<file path="src/rtl/pc_fetch_unit_if.sv">
// rtl/pc_fetch_unit_if.sv - decoder redirect, instruction-memory and IF/ID bundle for the fetch stage
interface pc_fetch_unit_if #(
  parameter int ADDR_W = 32
);
  logic              stall;
  logic              redirect_valid;
  logic [1:0]        next_instr_sel;
  logic [1:0]        jmp_sel;
  logic [ADDR_W-1:0] addr_i;
  logic [ADDR_W-1:0] addr_r;
  logic [ADDR_W-1:0] addr_b;
  logic              imem_req;
  logic [ADDR_W-1:0] imem_addr;
  logic              imem_ready;
  logic [31:0]       imem_rdata;
  logic              fetch_valid;
  logic [31:0]       instr;
  logic [ADDR_W-1:0] instr_pc;
  logic [ADDR_W-1:0] instr_pc4;
  logic              flush;

  modport master (
    input  stall, redirect_valid, next_instr_sel, jmp_sel, addr_i, addr_r, addr_b,
    input  imem_ready, imem_rdata,
    output imem_req, imem_addr, fetch_valid, instr, instr_pc, instr_pc4, flush
  );

  modport slave (
    output stall, redirect_valid, next_instr_sel, jmp_sel, addr_i, addr_r, addr_b,
    output imem_ready, imem_rdata,
    input  imem_req, imem_addr, fetch_valid, instr, instr_pc, instr_pc4, flush
  );
endinterface

</file>
<file path="src/rtl/pc_fetch_unit.sv">
// rtl/pc_fetch_unit.sv - program counter and instruction fetch with redirect, drain and one-entry hold buffer
module pc_fetch_unit #(
  parameter int                ADDR_W      = 32,
  parameter logic [ADDR_W-1:0] RESET_PC    = '0,
  parameter int                INSTR_BYTES = 4
) (
  input  logic              clk,
  input  logic              rst,
  pc_fetch_unit_if.master   bus
);
  localparam logic [1:0] S_BOOT  = 2'd0;
  localparam logic [1:0] S_FETCH = 2'd1;
  localparam logic [1:0] S_DRAIN = 2'd2;
  localparam logic [1:0] S_HOLD  = 2'd3;

  localparam logic [ADDR_W-1:0] PC_INC = ADDR_W'(INSTR_BYTES);

  logic [1:0]        state, state_nx;
  logic [ADDR_W-1:0] pc, pc_nx;
  logic [ADDR_W-1:0] pend_pc, pend_pc_nx;
  logic [ADDR_W-1:0] pc_q, pc_q_nx;
  logic [31:0]       instr_q, instr_q_nx;

  logic              redirect_taken;
  logic [ADDR_W-1:0] target;
  logic              handshake;
  logic              deliver_mem;
  logic              deliver_buf;

  // Selects 01 and 11 both have bit 0 set; 00 and 10 are sequential.
  always_comb begin
    redirect_taken = bus.redirect_valid && bus.next_instr_sel[0];
    if (bus.next_instr_sel[1]) begin
      target = bus.addr_b;
    end else if (bus.jmp_sel == 2'b10) begin
      target = bus.addr_r;
    end else begin
      target = bus.addr_i;
    end
  end

  assign handshake   = ((state == S_FETCH) || (state == S_DRAIN)) && bus.imem_ready;
  assign deliver_mem = (state == S_FETCH) && bus.imem_ready && !bus.stall && !redirect_taken;
  assign deliver_buf = (state == S_HOLD) && !bus.stall && !redirect_taken;

  always_comb begin
    state_nx   = state;
    pc_nx      = pc;
    pend_pc_nx = pend_pc;
    pc_q_nx    = pc_q;
    instr_q_nx = instr_q;
    case (state)
      S_BOOT: begin
        state_nx = S_FETCH;
        if (redirect_taken) begin
          pc_nx = target;
        end
      end
      S_FETCH: begin
        if (redirect_taken) begin
          if (bus.imem_ready) begin
            pc_nx = target;
          end else begin
            pend_pc_nx = target;
            state_nx   = S_DRAIN;
          end
        end else if (bus.imem_ready) begin
          pc_nx = pc + PC_INC;
          if (bus.stall) begin
            instr_q_nx = bus.imem_rdata;
            pc_q_nx    = pc;
            state_nx   = S_HOLD;
          end
        end
      end
      S_DRAIN: begin
        // The outstanding request must complete; only its destination changes.
        if (redirect_taken) begin
          pend_pc_nx = target;
        end
        if (handshake) begin
          pc_nx    = redirect_taken ? target : pend_pc;
          state_nx = S_FETCH;
        end
      end
      default: begin
        if (redirect_taken) begin
          pc_nx    = target;
          state_nx = S_FETCH;
        end else if (!bus.stall) begin
          state_nx = S_FETCH;
        end
      end
    endcase
  end

  always_ff @(posedge clk or posedge rst) begin
    if (rst) begin
      state   <= S_BOOT;
      pc      <= RESET_PC;
      pend_pc <= '0;
      pc_q    <= '0;
      instr_q <= '0;
    end else begin
      state   <= state_nx;
      pc      <= pc_nx;
      pend_pc <= pend_pc_nx;
      pc_q    <= pc_q_nx;
      instr_q <= instr_q_nx;
    end
  end

  // Delivery outputs are zeroed when idle so reset values hold without extra registers.
  always_comb begin
    bus.imem_req    = (state == S_FETCH) || (state == S_DRAIN);
    bus.imem_addr   = pc;
    bus.flush       = redirect_taken && !rst;
    bus.fetch_valid = deliver_mem || deliver_buf;
    if (deliver_mem) begin
      bus.instr    = bus.imem_rdata;
      bus.instr_pc = pc;
    end else if (deliver_buf) begin
      bus.instr    = instr_q;
      bus.instr_pc = pc_q;
    end else begin
      bus.instr    = '0;
      bus.instr_pc = '0;
    end
    bus.instr_pc4 = bus.instr_pc + PC_INC;
  end
endmodule

</file>
<file path="src/flat_wrapper.sv">
// flat-port wrapper written by rule: the top's interface ports become plain ports
module pc_fetch_unit_flat 
#(
  parameter int                ADDR_W      = 32,
  parameter logic [ADDR_W-1:0] RESET_PC    = '0,
  parameter int                INSTR_BYTES = 4
)
  (clk, rst, bus_stall, bus_redirect_valid, bus_next_instr_sel, bus_jmp_sel, bus_addr_i, bus_addr_r, bus_addr_b, bus_imem_ready, bus_imem_rdata, bus_imem_req, bus_imem_addr, bus_fetch_valid, bus_instr, bus_instr_pc, bus_instr_pc4, bus_flush);
  pc_fetch_unit_if #(.ADDR_W(ADDR_W)) bus_i ();
  input  logic clk;
  input  logic rst;
  input wire logic [$bits(bus_i.stall)-1:0] bus_stall;
  input wire logic [$bits(bus_i.redirect_valid)-1:0] bus_redirect_valid;
  input wire logic [$bits(bus_i.next_instr_sel)-1:0] bus_next_instr_sel;
  input wire logic [$bits(bus_i.jmp_sel)-1:0] bus_jmp_sel;
  input wire logic [$bits(bus_i.addr_i)-1:0] bus_addr_i;
  input wire logic [$bits(bus_i.addr_r)-1:0] bus_addr_r;
  input wire logic [$bits(bus_i.addr_b)-1:0] bus_addr_b;
  input wire logic [$bits(bus_i.imem_ready)-1:0] bus_imem_ready;
  input wire logic [$bits(bus_i.imem_rdata)-1:0] bus_imem_rdata;
  output wire logic [$bits(bus_i.imem_req)-1:0] bus_imem_req;
  output wire logic [$bits(bus_i.imem_addr)-1:0] bus_imem_addr;
  output wire logic [$bits(bus_i.fetch_valid)-1:0] bus_fetch_valid;
  output wire logic [$bits(bus_i.instr)-1:0] bus_instr;
  output wire logic [$bits(bus_i.instr_pc)-1:0] bus_instr_pc;
  output wire logic [$bits(bus_i.instr_pc4)-1:0] bus_instr_pc4;
  output wire logic [$bits(bus_i.flush)-1:0] bus_flush;
  assign bus_i.stall = bus_stall;
  assign bus_i.redirect_valid = bus_redirect_valid;
  assign bus_i.next_instr_sel = bus_next_instr_sel;
  assign bus_i.jmp_sel = bus_jmp_sel;
  assign bus_i.addr_i = bus_addr_i;
  assign bus_i.addr_r = bus_addr_r;
  assign bus_i.addr_b = bus_addr_b;
  assign bus_i.imem_ready = bus_imem_ready;
  assign bus_i.imem_rdata = bus_imem_rdata;
  assign bus_imem_req = bus_i.imem_req;
  assign bus_imem_addr = bus_i.imem_addr;
  assign bus_fetch_valid = bus_i.fetch_valid;
  assign bus_instr = bus_i.instr;
  assign bus_instr_pc = bus_i.instr_pc;
  assign bus_instr_pc4 = bus_i.instr_pc4;
  assign bus_flush = bus_i.flush;
  pc_fetch_unit #(.ADDR_W(ADDR_W), .RESET_PC(RESET_PC), .INSTR_BYTES(INSTR_BYTES)) u_core (.clk(clk), .rst(rst), .bus(bus_i));
endmodule
</file>
<file path="config.mk">
export PLATFORM = sky130hd
export DESIGN_NAME = pc_fetch_unit_flat
export DESIGN_NICKNAME = d
export VERILOG_FILES = /design/src/rtl/pc_fetch_unit_if.sv /design/src/rtl/pc_fetch_unit.sv /design/src/flat_wrapper.sv
export SDC_FILE = /design/constraint.sdc
export NUM_CORES = 1
export LEC_CHECK = 0
export CAP_MARGIN = 10
export CORE_MARGIN = 3
export CORE_UTILIZATION = 48
export DETAILED_ROUTE_END_ITERATION = 12
export GPL_ROUTABILITY_DRIVEN = 0
export HOLD_SLACK_MARGIN = 0.15
export PLACE_DENSITY_LB_ADDON = 0.1
export SLEW_MARGIN = 40
export SYNTH_ARGS = -nofsm -noshare
export SYNTH_HDL_FRONTEND = slang
export SYNTH_SLANG_ARGS = --single-unit
</file>
<file path="constraint.sdc">
create_clock -name clk -period 5.9 [get_ports clk]
set_input_delay 1.475 -clock clk [delete_from_list [all_inputs] [get_ports clk]]
set_output_delay 1.475 -clock clk [all_outputs]
set_load 0.005 [all_outputs]
</file>
==> impl_metrics.ini <==
[clock_network]
cts.clk_slew.worst_paths_ns = 0.06
cts_tree = built
clock_latency_ns = 0.43
cts_buffers = 17
clkSinkCount = 130
cts-root-buf = clkbuf_16
cts_buffer_depth = 2
htree_levels = 4

[worst_setup_path]
worstSetupStartpointType = primary input
critical_path_class = primary input to output pin
r2r_end = u_core.bus.imem_addr[17]$_DFFE_PP0P_
reg2reg_setup_slack_ns = 2.77
worst_setup_path_end_kind = output pin
worst_ep_required_time_ns = 4.43
arrival_ns = 4.42
regToRegStartpoint = u_core.state[1]$_DFFE_PP0P_
r2r_cells = 9
critPathMaxFanout = 4

[logic_synthesis]
yosysUniqueCellTypes = 60
synthesis.area_sq_mm = 0.00880
yosys-top-cells-area = dfrtp_1, mux2_2, nand2_1, a21oi_1, o21ai_0
synth_cells = 1030
yosys-top-cells-count = nand2_1, dfrtp_1, mux2_2
synth_top_area_cell = dfrtp_1
async_flop_share_pct = 100
yosys_most_used_dff = dfrtp_1
yosysMostFrequentCell = nand2_1
synth_area_per_cell_sq_um = 8.54
ys.warnings.count = 0
synth_edf_count = 0
yosysSeqAreaShare_pct = 37.0
yosysTopAreaCellShare_pct = 37.0
synth.net_count = 1173
synth_seq_cells = 130

[routing]
drt_iter0_markers = 867
vias_per_cell = 6.00
vias = 9199
drtPass1Iterations = 9
drt_wl_total_mm = 29.7
drc = 0
postRouteAntennaNets = 0
wl_per_cell_microns = 19.3

[final_layout]
utilization_pct = 72.0
layout-drive-gt1-share_pct = 16.9
fill_cells = 1409
syn2layout_area_growth_pct = 43.9
layout.cells.non_filler = 1534
nets = 1439
antenna_cells = 0

[sta]
layout_min_cycle_time_ns = 5.90
worst_hold_slack_ns = 0.477
worst_slew_pin_slew_ns = 0.800
max_freq_ghz = 0.170
finalClockSkew_ns = 0.00893
fin_crit_sh_pct = 99.9
maxSlewHeadroom_pct = 46.7
setup_viol_count_final = 0
drv_slew = 0
hold_viol_final = 0

[die]
core-area_sq_mm = 0.0176
die_h_microns = 141
boundaryPins = 268
die_area_sq_mm = 0.0200
start_util_pct = 50.0
rows = 48
die_w_microns = 141

[worst_hold_path]
min_path_type = flop to flop
worst_hold_path.endpoint = u_core.pend_pc[31]$_DFFE_PP0P_
min_path_cells = 2
worstHoldStart = u_core.pend_pc[31]$_DFFE_PP0P_

[place]
dpl.hpwl_mm = 21.5
numPlacedInstances = 1496
port_buffers = 267

[pwr]
p_per_area_mw_per_mm2 = 451
leakagePower_nw = 5.40
peakVddDrop_uv = 264

[global_routing]
grt_max_degree = 64
grt_pass1_vias = 8783
antenna_found_initial = 0
grt_pass1_wl_mm = 46.2
groute.usage.overall_pct = 28.7
overflow = 0

[flow_run]
maxCapViolations = 0

[outcome]
status = finished, final reports clean
-- timing repair --
action | CTS | global route
pin swaps | 0 | 14
hold buffers | 0 | 0
resized for setup | 1 | 27
buffers inserted | 0 | 6
endpoints found under the setup margin | 1 | 14
-- kinds of logic (layout without fill, tap and decap cells) --
family / Yosys count / in the layout / synth area share [%]
AOI/OAI and AO/OA: 285 / 285 / 20.0
xor gates and xnor gates: 41 / 41 / 4.08
adders and majority gates: 6 / 6 / 0.853
buffers and inverters: 98 / 377 / 4.41
DFF: 130 / 130 / 37.0
muxes: 124 / 124 / 15.5
and+or+nand+nor: 346 / 346 / 18.2
-- how the worst max path moves through the flow --
stage | start | to | slack [ns] | cells past startpoint
2_1_floorplan | bus_redirect_valid | bus_instr_pc4[26] | 0.66 | 10
3_3_place_gp | bus_imem_ready | bus_instr_pc4[31] | 0.02 | 11
3_5_place_dp | bus_imem_ready | bus_instr_pc4[31] | 0.01 | 11
4_1_cts | bus_imem_ready | bus_instr_pc4[26] | 0.02 | 11
5_1_grt | bus_imem_ready | bus_instr_pc4[23] | -0.06 | 8
6_report | bus_imem_ready | bus_instr_pc4[23] | 0.005 | 8
-- layout make-up --
class                      instances  area, sq um  share of cell area (%)
inverter                          16         65.1                   0.514
multi-input combinational        802         5290                    41.8
clock buffer                      17          425                    3.36
tap                              225          282                    2.22
timing repair buffer             329         3190                    25.2
clock inverter                    15          158                    1.24
sequential                       130         3250                    25.7
-- placed cells by master, fill, tap and decap left out, types with 4 or more instances in the layout --
cell               n
clkdlybuf4s50_1  261
nand2_1          163
dfrtp_1          130
mux2_2            97
a21oi_1           89
o21ai_0           80
nor2_1            63
buf_4             58
mux2i_1           27
nand3_1           25
xor2_1            24
and3_1            19
a31oi_1           18
xnor2_1           17
clkbuf_16         17
nand4_1           16
a22o_1            15
inv_1             14
o22ai_1           14
a211oi_1          12
nor3_1            12
nor4_1             7
o31ai_1            7
and2_1             6
a22oi_1            6
and4_1             6
dlymetal6s2s_1     6
a21o_1             5
inv_6              5
ha_1               5
o2bb2ai_1          4
o31a_1             4
o211ai_1           4
nor4_2             4
clkinvlp_4         4
-- where the power goes --
part | internal, mW | switching [mW] | leakage (nW) | total, mW
Combinational | 1.43 | 1.40 | 3.56 | 2.83
Sequential | 1.34 | 0.488 | 1.57 | 1.83
Clock | 0.624 | 0.421 | 0.276 | 1.04
Total | 3.40 | 2.31 | 5.40 | 5.71
-- stage by stage --
stage | TNS [ns] | worst slack [ns] | cell area, sq um | total power [mW]
global placement | 0 | 0.0181 | 11900 | 4.49
detailed placement | 0 | 0.0134 | 11900 | 4.59
finish | 0 | 0.00489 | 12700 | 5.71
CTS | 0 | 0.0234 | 12500 | 5.65
floorplan | 0 | 0.659 | 8800 | 3.32
global route | -0.150 | -0.0634 | 12700 | 6.07
-- layer usage --
layer | share of wire [%] | routed length, microns | up-vias | global-route usage (%)
li1 | - | - | 4264 | -
met1 | 41 | 12200 | 4370 | 38.2
met2 | 47 | 14000 | 498 | 46.1
met3 | 8.9 | 2640 | 67 | 6.61
met4 | 3.0 | 884 | 0 | 10.1
met5 | 0 | 0 | - | 0
-- critical path, stage by stage --
cell             delay, ns
clkdlybuf4s50_1       0.50
a21bo_1               0.23
or4_4                 0.54
a2111oi_4             0.44
nand4_2               0.23
nor3b_2               0.26
xor2_1                0.21
clkdlybuf4s50_1       0.54
-- registers in the layout, summed over array words and instances (netlist names) --
register,flops
u_core.bus.imem_addr,32
u_core.instr_q,32
u_core.pc_q,32
u_core.pend_pc,32
u_core.state,2
No activity file was read; power rests on OpenSTA's default activity.
